**config.mk**
```make
export PLATFORM = sky130hd
export DESIGN_NAME = pipeline_sequencer
export DESIGN_NICKNAME = d
export VERILOG_FILES = /design/src/rtl/pipeline_sequencer.sv
export SDC_FILE = /design/constraint.sdc
export NUM_CORES = 1
export LEC_CHECK = 0
export ABC_CLOCK_PERIOD_IN_PS = 4600
export CAP_MARGIN = 20
export CORE_UTILIZATION = 35
export CTS_CLUSTER_DIAMETER = 100
export DETAILED_ROUTE_END_ITERATION = 7
export PLACE_DENSITY_LB_ADDON = 0.15
export SYNTH_ARGS = -nofsm -noshare
export SYNTH_HDL_FRONTEND = slang
export SYNTH_SLANG_ARGS = --single-unit
```
**constraint.sdc**
```tcl
create_clock -name clk -period 4.6 [get_ports clk]
set_input_delay 0.92 -clock clk [delete_from_list [all_inputs] [get_ports clk]]
set_output_delay 0.92 -clock clk [all_outputs]
set_load 0.02 [all_outputs]
```
**src/rtl/pipeline_sequencer.sv**
```systemverilog
// Instruction stage sequencer: walks IF->ID->EX->MEM->WB, stretches MEM for two-transfer
// instructions and bus wait states, and provides halt/single-step and a retired counter.
module pipeline_sequencer #(
    parameter int CNT_WIDTH      = 16,
    parameter int MAX_MEM_CYCLES = 2
) (
    input  logic                 clk,
    input  logic                 reset,
    input  logic [1:0]           mem_cycles,
    input  logic                 wait_req,
    input  logic                 halt,
    input  logic                 step,
    output logic [2:0]           pipeline_stage,
    output logic                 cycle_count,
    output logic                 instr_retired,
    output logic [CNT_WIDTH-1:0] retired_count,
    output logic                 halted
);

    typedef enum logic [2:0] {
        STAGE_IF  = 3'd0,
        STAGE_ID  = 3'd1,
        STAGE_EX  = 3'd2,
        STAGE_MEM = 3'd3,
        STAGE_WB  = 3'd4
    } stage_t;

    stage_t               stage;
    logic [1:0]           mem_n;
    logic                 mem_idx;
    logic                 step_pending;
    logic [CNT_WIDTH-1:0] retired_q;

    // cycle_count is one bit wide, so no more than two MEM sub-cycles can be indexed.
    function automatic logic [1:0] clamp_mem(input logic [1:0] req);
        int lim;
        lim = (MAX_MEM_CYCLES < 1) ? 1 : ((MAX_MEM_CYCLES > 2) ? 2 : MAX_MEM_CYCLES);
        if (req == 2'd0)
            return 2'd1;
        if (int'(req) > lim)
            return 2'(lim);
        return req;
    endfunction

    always_ff @(posedge clk or posedge reset) begin
        if (reset) begin
            stage        <= STAGE_IF;
            mem_n        <= 2'd1;
            mem_idx      <= 1'b0;
            step_pending <= 1'b0;
            retired_q    <= '0;
        end else begin
            case (stage)
                STAGE_IF: begin
                    if (!halt || step_pending) begin
                        stage        <= STAGE_ID;
                        step_pending <= 1'b0;
                    end else if (step) begin
                        // Only a step seen while parked arms a release; steps in later
                        // stages of a stepped instruction must not release a second one.
                        step_pending <= 1'b1;
                    end
                end
                STAGE_ID: begin
                    stage <= STAGE_EX;
                    mem_n <= clamp_mem(mem_cycles);
                end
                STAGE_EX: begin
                    stage   <= STAGE_MEM;
                    mem_idx <= 1'b0;
                end
                STAGE_MEM: begin
                    if (!wait_req) begin
                        if ({1'b0, mem_idx} < (mem_n - 2'd1)) begin
                            mem_idx <= 1'b1;
                        end else begin
                            stage   <= STAGE_WB;
                            mem_idx <= 1'b0;
                        end
                    end
                end
                STAGE_WB: begin
                    stage     <= STAGE_IF;
                    retired_q <= retired_q + CNT_WIDTH'(1);
                end
                default: begin
                    stage   <= STAGE_IF;
                    mem_idx <= 1'b0;
                end
            endcase
        end
    end

    assign pipeline_stage = stage;
    assign cycle_count    = (stage == STAGE_MEM) ? mem_idx : 1'b0;
    assign instr_retired  = (stage == STAGE_WB);
    assign retired_count  = retired_q;
    assign halted         = !reset && (stage == STAGE_IF) && halt && !step_pending;

endmodule

```
==> flow_summary.json <==
{
  "synth_warnings": 0,
  "grtUsageTotal_pct": 13.7,
  "clkLatencyLatePin_ns": 0.31,
  "h-tree-depth": 1,
  "dp.cells": 152,
  "cts-root-buf": "clkbuf_4",
  "routed_wl_mm": 1.98,
  "antenna_found_initial": 0,
  "drive_above_1_share_pct": 11.2,
  "violations": "design-rule violations",
  "drcViolationCount": 3,
  "holdBufCountCts": 0,
  "cts_made_buffers": 3,
  "finClkSkew_ns": 0.0102,
  "async_flop_share_pct": 100,
  "syn_area_per_cell_um2": 11.5,
  "synthFlopType": "dfrtp_1",
  "areaGrowthSynthToFinish_pct": 30.1,
  "reg2reg_depth": 4,
  "wl_per_cell_um": 12.7,
  "netlist_instances": 95,
  "fin_nets": 134,
  "p_leak_nw": 0.632,
  "synth_edf_count": 0,
  "yosysSeqAreaShare_pct": 52.7,
  "seqCellArea_um2": 577,
  "clkTransAtPathRegs_ns": 0.13,
  "synth_nets": 103,
  "finish.instance_area_um2": 1420,
  "design.core.area_um2": 2850,
  "grt_overflow": 0,
  "critPathCaptureType": "primary output",
  "synth_commonest_cells": "22 x dfrtp_1, 8 x nand2_1, 8 x xnor2_1, 7 x nor2_1, 7 x xor2_1",
  "fin_crit_ns": 3.27,
  "multi_input_area_um2": 495,
  "period_share_pct": 71.1,
  "synth.ff_latch_count": 23,
  "synth_most_common_cell": "dfrtp_1",
  "die_x_um": 57.9,
  "crit_fanout": 3,
  "cap_violations": 0,
  "post_dp_cell_area_um2": 1400,
  "tightest_slew_ns": 0.479,
  "vdd_ir_drop_max_uv": 259,
  "fmax_mhz": 306,
  "timing.slew.headroom_pct": 67.8,
  "endpoint": "halted",
  "hold_viol": 0,
  "die_area_um2": 3360,
  "grt_pass1_vias": 767,
  "setup_viol": 0,
  "vias": 809,
  "crit_required_ns": 3.68,
  "postRouteAntennaNets": 0,
  "grt_pass1_wl_mm": 3.48,
  "ios": 29,
  "grt_max_degree": 24,
  "fillers": 270,
  "synthTopCellsByArea": "dfrtp_1 50%, xnor2_1 6.4%, xor2_1 5.6%",
  "timing.rr.start": "pipeline_stage[0]",
  "critPathKind": "in -> out",
  "cp.arrival_ns": 2.35,
  "p_per_area_nw_per_um2": 421,
  "cts_tree": "built",
  "vias_per_cell": 5.19,
  "utilization_pct": 49.9,
  "rsz0062_at_grt": "no",
  "start_kind": "input port",
  "clock_sinks": 23,
  "stdcell_count": 156,
  "worstSetupStartpoint": "halt",
  "synthDistinctLibCells": 33,
  "synth_area_um2": 1090,
  "holdCritPathClass": "reg -> reg",
  "core.rowCount": 19,
  "dp_hpwl_mm": 1.43,
  "cts_setup_buffers": 0,
  "drt-initial-drc-count": 10,
  "finalSetupTns_ns": 0,
  "die_y_um": 57.9,
  "n_antenna_cell": 0,
  "totalPowerFinal_mw": 0.600,
  "start_util_pct": 38.4,
  "rrSetupSlack_ns": 2.91,
  "cts.repair.resized": 0,
  "dr.pass1.iters": 5,
  "slew_viol_final": 0,
  "place.gp.congestion": 0.657,
  "r2r_end": "retired_count[14]",
  "io_buffer_count": 27,
  "status": "finished, violations left",
  "clock_path_buffers": 2,
  "yosys.area.top_type": "dfrtp_1",
  "synth_top_area_share_pct": 50.3
}
-- cells in the final DEF, fill, tap and decap left out, types with 2 or more instances in the layout --
cell,Yosys,final
clkdlybuf4s50_1,0,27
dfrtp_1,22,22
nand2_1,8,8
xnor2_1,8,8
nor2_1,7,7
xor2_1,7,7
nand4_1,5,5
nand3_1,5,5
mux2_2,3,3
clkbuf_4,0,3
and2_1,2,2
and3_1,2,2
nor3_1,2,2
inv_1,2,2
o21ai_0,2,2
-- kinds of logic (layout without fill, tap and decap cells) --
kind of cell               Yosys count  after routing  share of synthesized area [%]
DFF                                 23             23                           52.7
adders and majority gates            1              1                           1.14
buffers and inverters                4             34                           2.06
xor gates and xnor gates            15             15                           12.0
and+or+nand+nor                     41             41                           24.1
AOI/OAI and AO/OA                    8              8                           4.92
muxes                                3              3                           3.09
-- registers in the layout (all words and copies together) (netlist names) --
| name | cells |
|---|---|
| retired_count | 16 |
| pipeline_stage | 3 |
| mem_n | 2 |
| mem_idx | 1 |
| step_pending | 1 |
-- worst max-delay path, cell delays in order --
cell and delay (ns):
clkdlybuf4s50_1 0.45, nor2b_1 0.20, and3_1 0.18, clkdlybuf4s50_1 0.60
-- worst min-delay path by stage --
stage | slack (ns) | to | depth (start not counted) | start
finish | 0.48 | retired_count[15] | 1 | retired_count[15]
global route | 0.51 | retired_count[15] | 1 | retired_count[15]
CTS | 0.48 | retired_count[15] | 1 | retired_count[15]
detailed placement | 0.46 | retired_count[15] | 1 | retired_count[15]
global placement | 0.46 | retired_count[15] | 1 | retired_count[15]
floorplan | 0.47 | mem_n[0] | 2 | mem_n[0]
-- through the flow --
stage	hold WS, ns	worst slack (ns)
finish	0.476	1.33
CTS	0.485	1.32
global placement	0.462	1.36
detailed placement	0.462	1.32
floorplan	0.466	1.89
global route	0.515	1.27
-- layout make-up --
type / count / area share (%)
Clock buffer: 3 / 1.58
Clock inverter: 1 / 0.351
Inverter: 2 / 0.527
Multi-Input combinational cell: 68 / 34.8
Sequential cell: 23 / 40.5
Tap cell: 31 / 2.72
Timing Repair Buffer: 28 / 19.5
-- per-layer routing --
layer / GRT usage (%) / wire, µm / vias up
met5: 0 / 0 / -
met4: 3.06 / 16 / 0
met3: 4.69 / 82 / 2
met2: 23.2 / 994 / 17
met1: 16.9 / 886 / 390
li1: - / - / 400
-- power breakdown --
group | leakage, nW | switching (mW) | internal [mW]
combinational | 0.309 | 0.0887 | 0.108
clock | 0.0177 | 0.0611 | 0.0325
sequential | 0.305 | 0.0674 | 0.242
No activity file was read; power rests on OpenSTA's default activity.
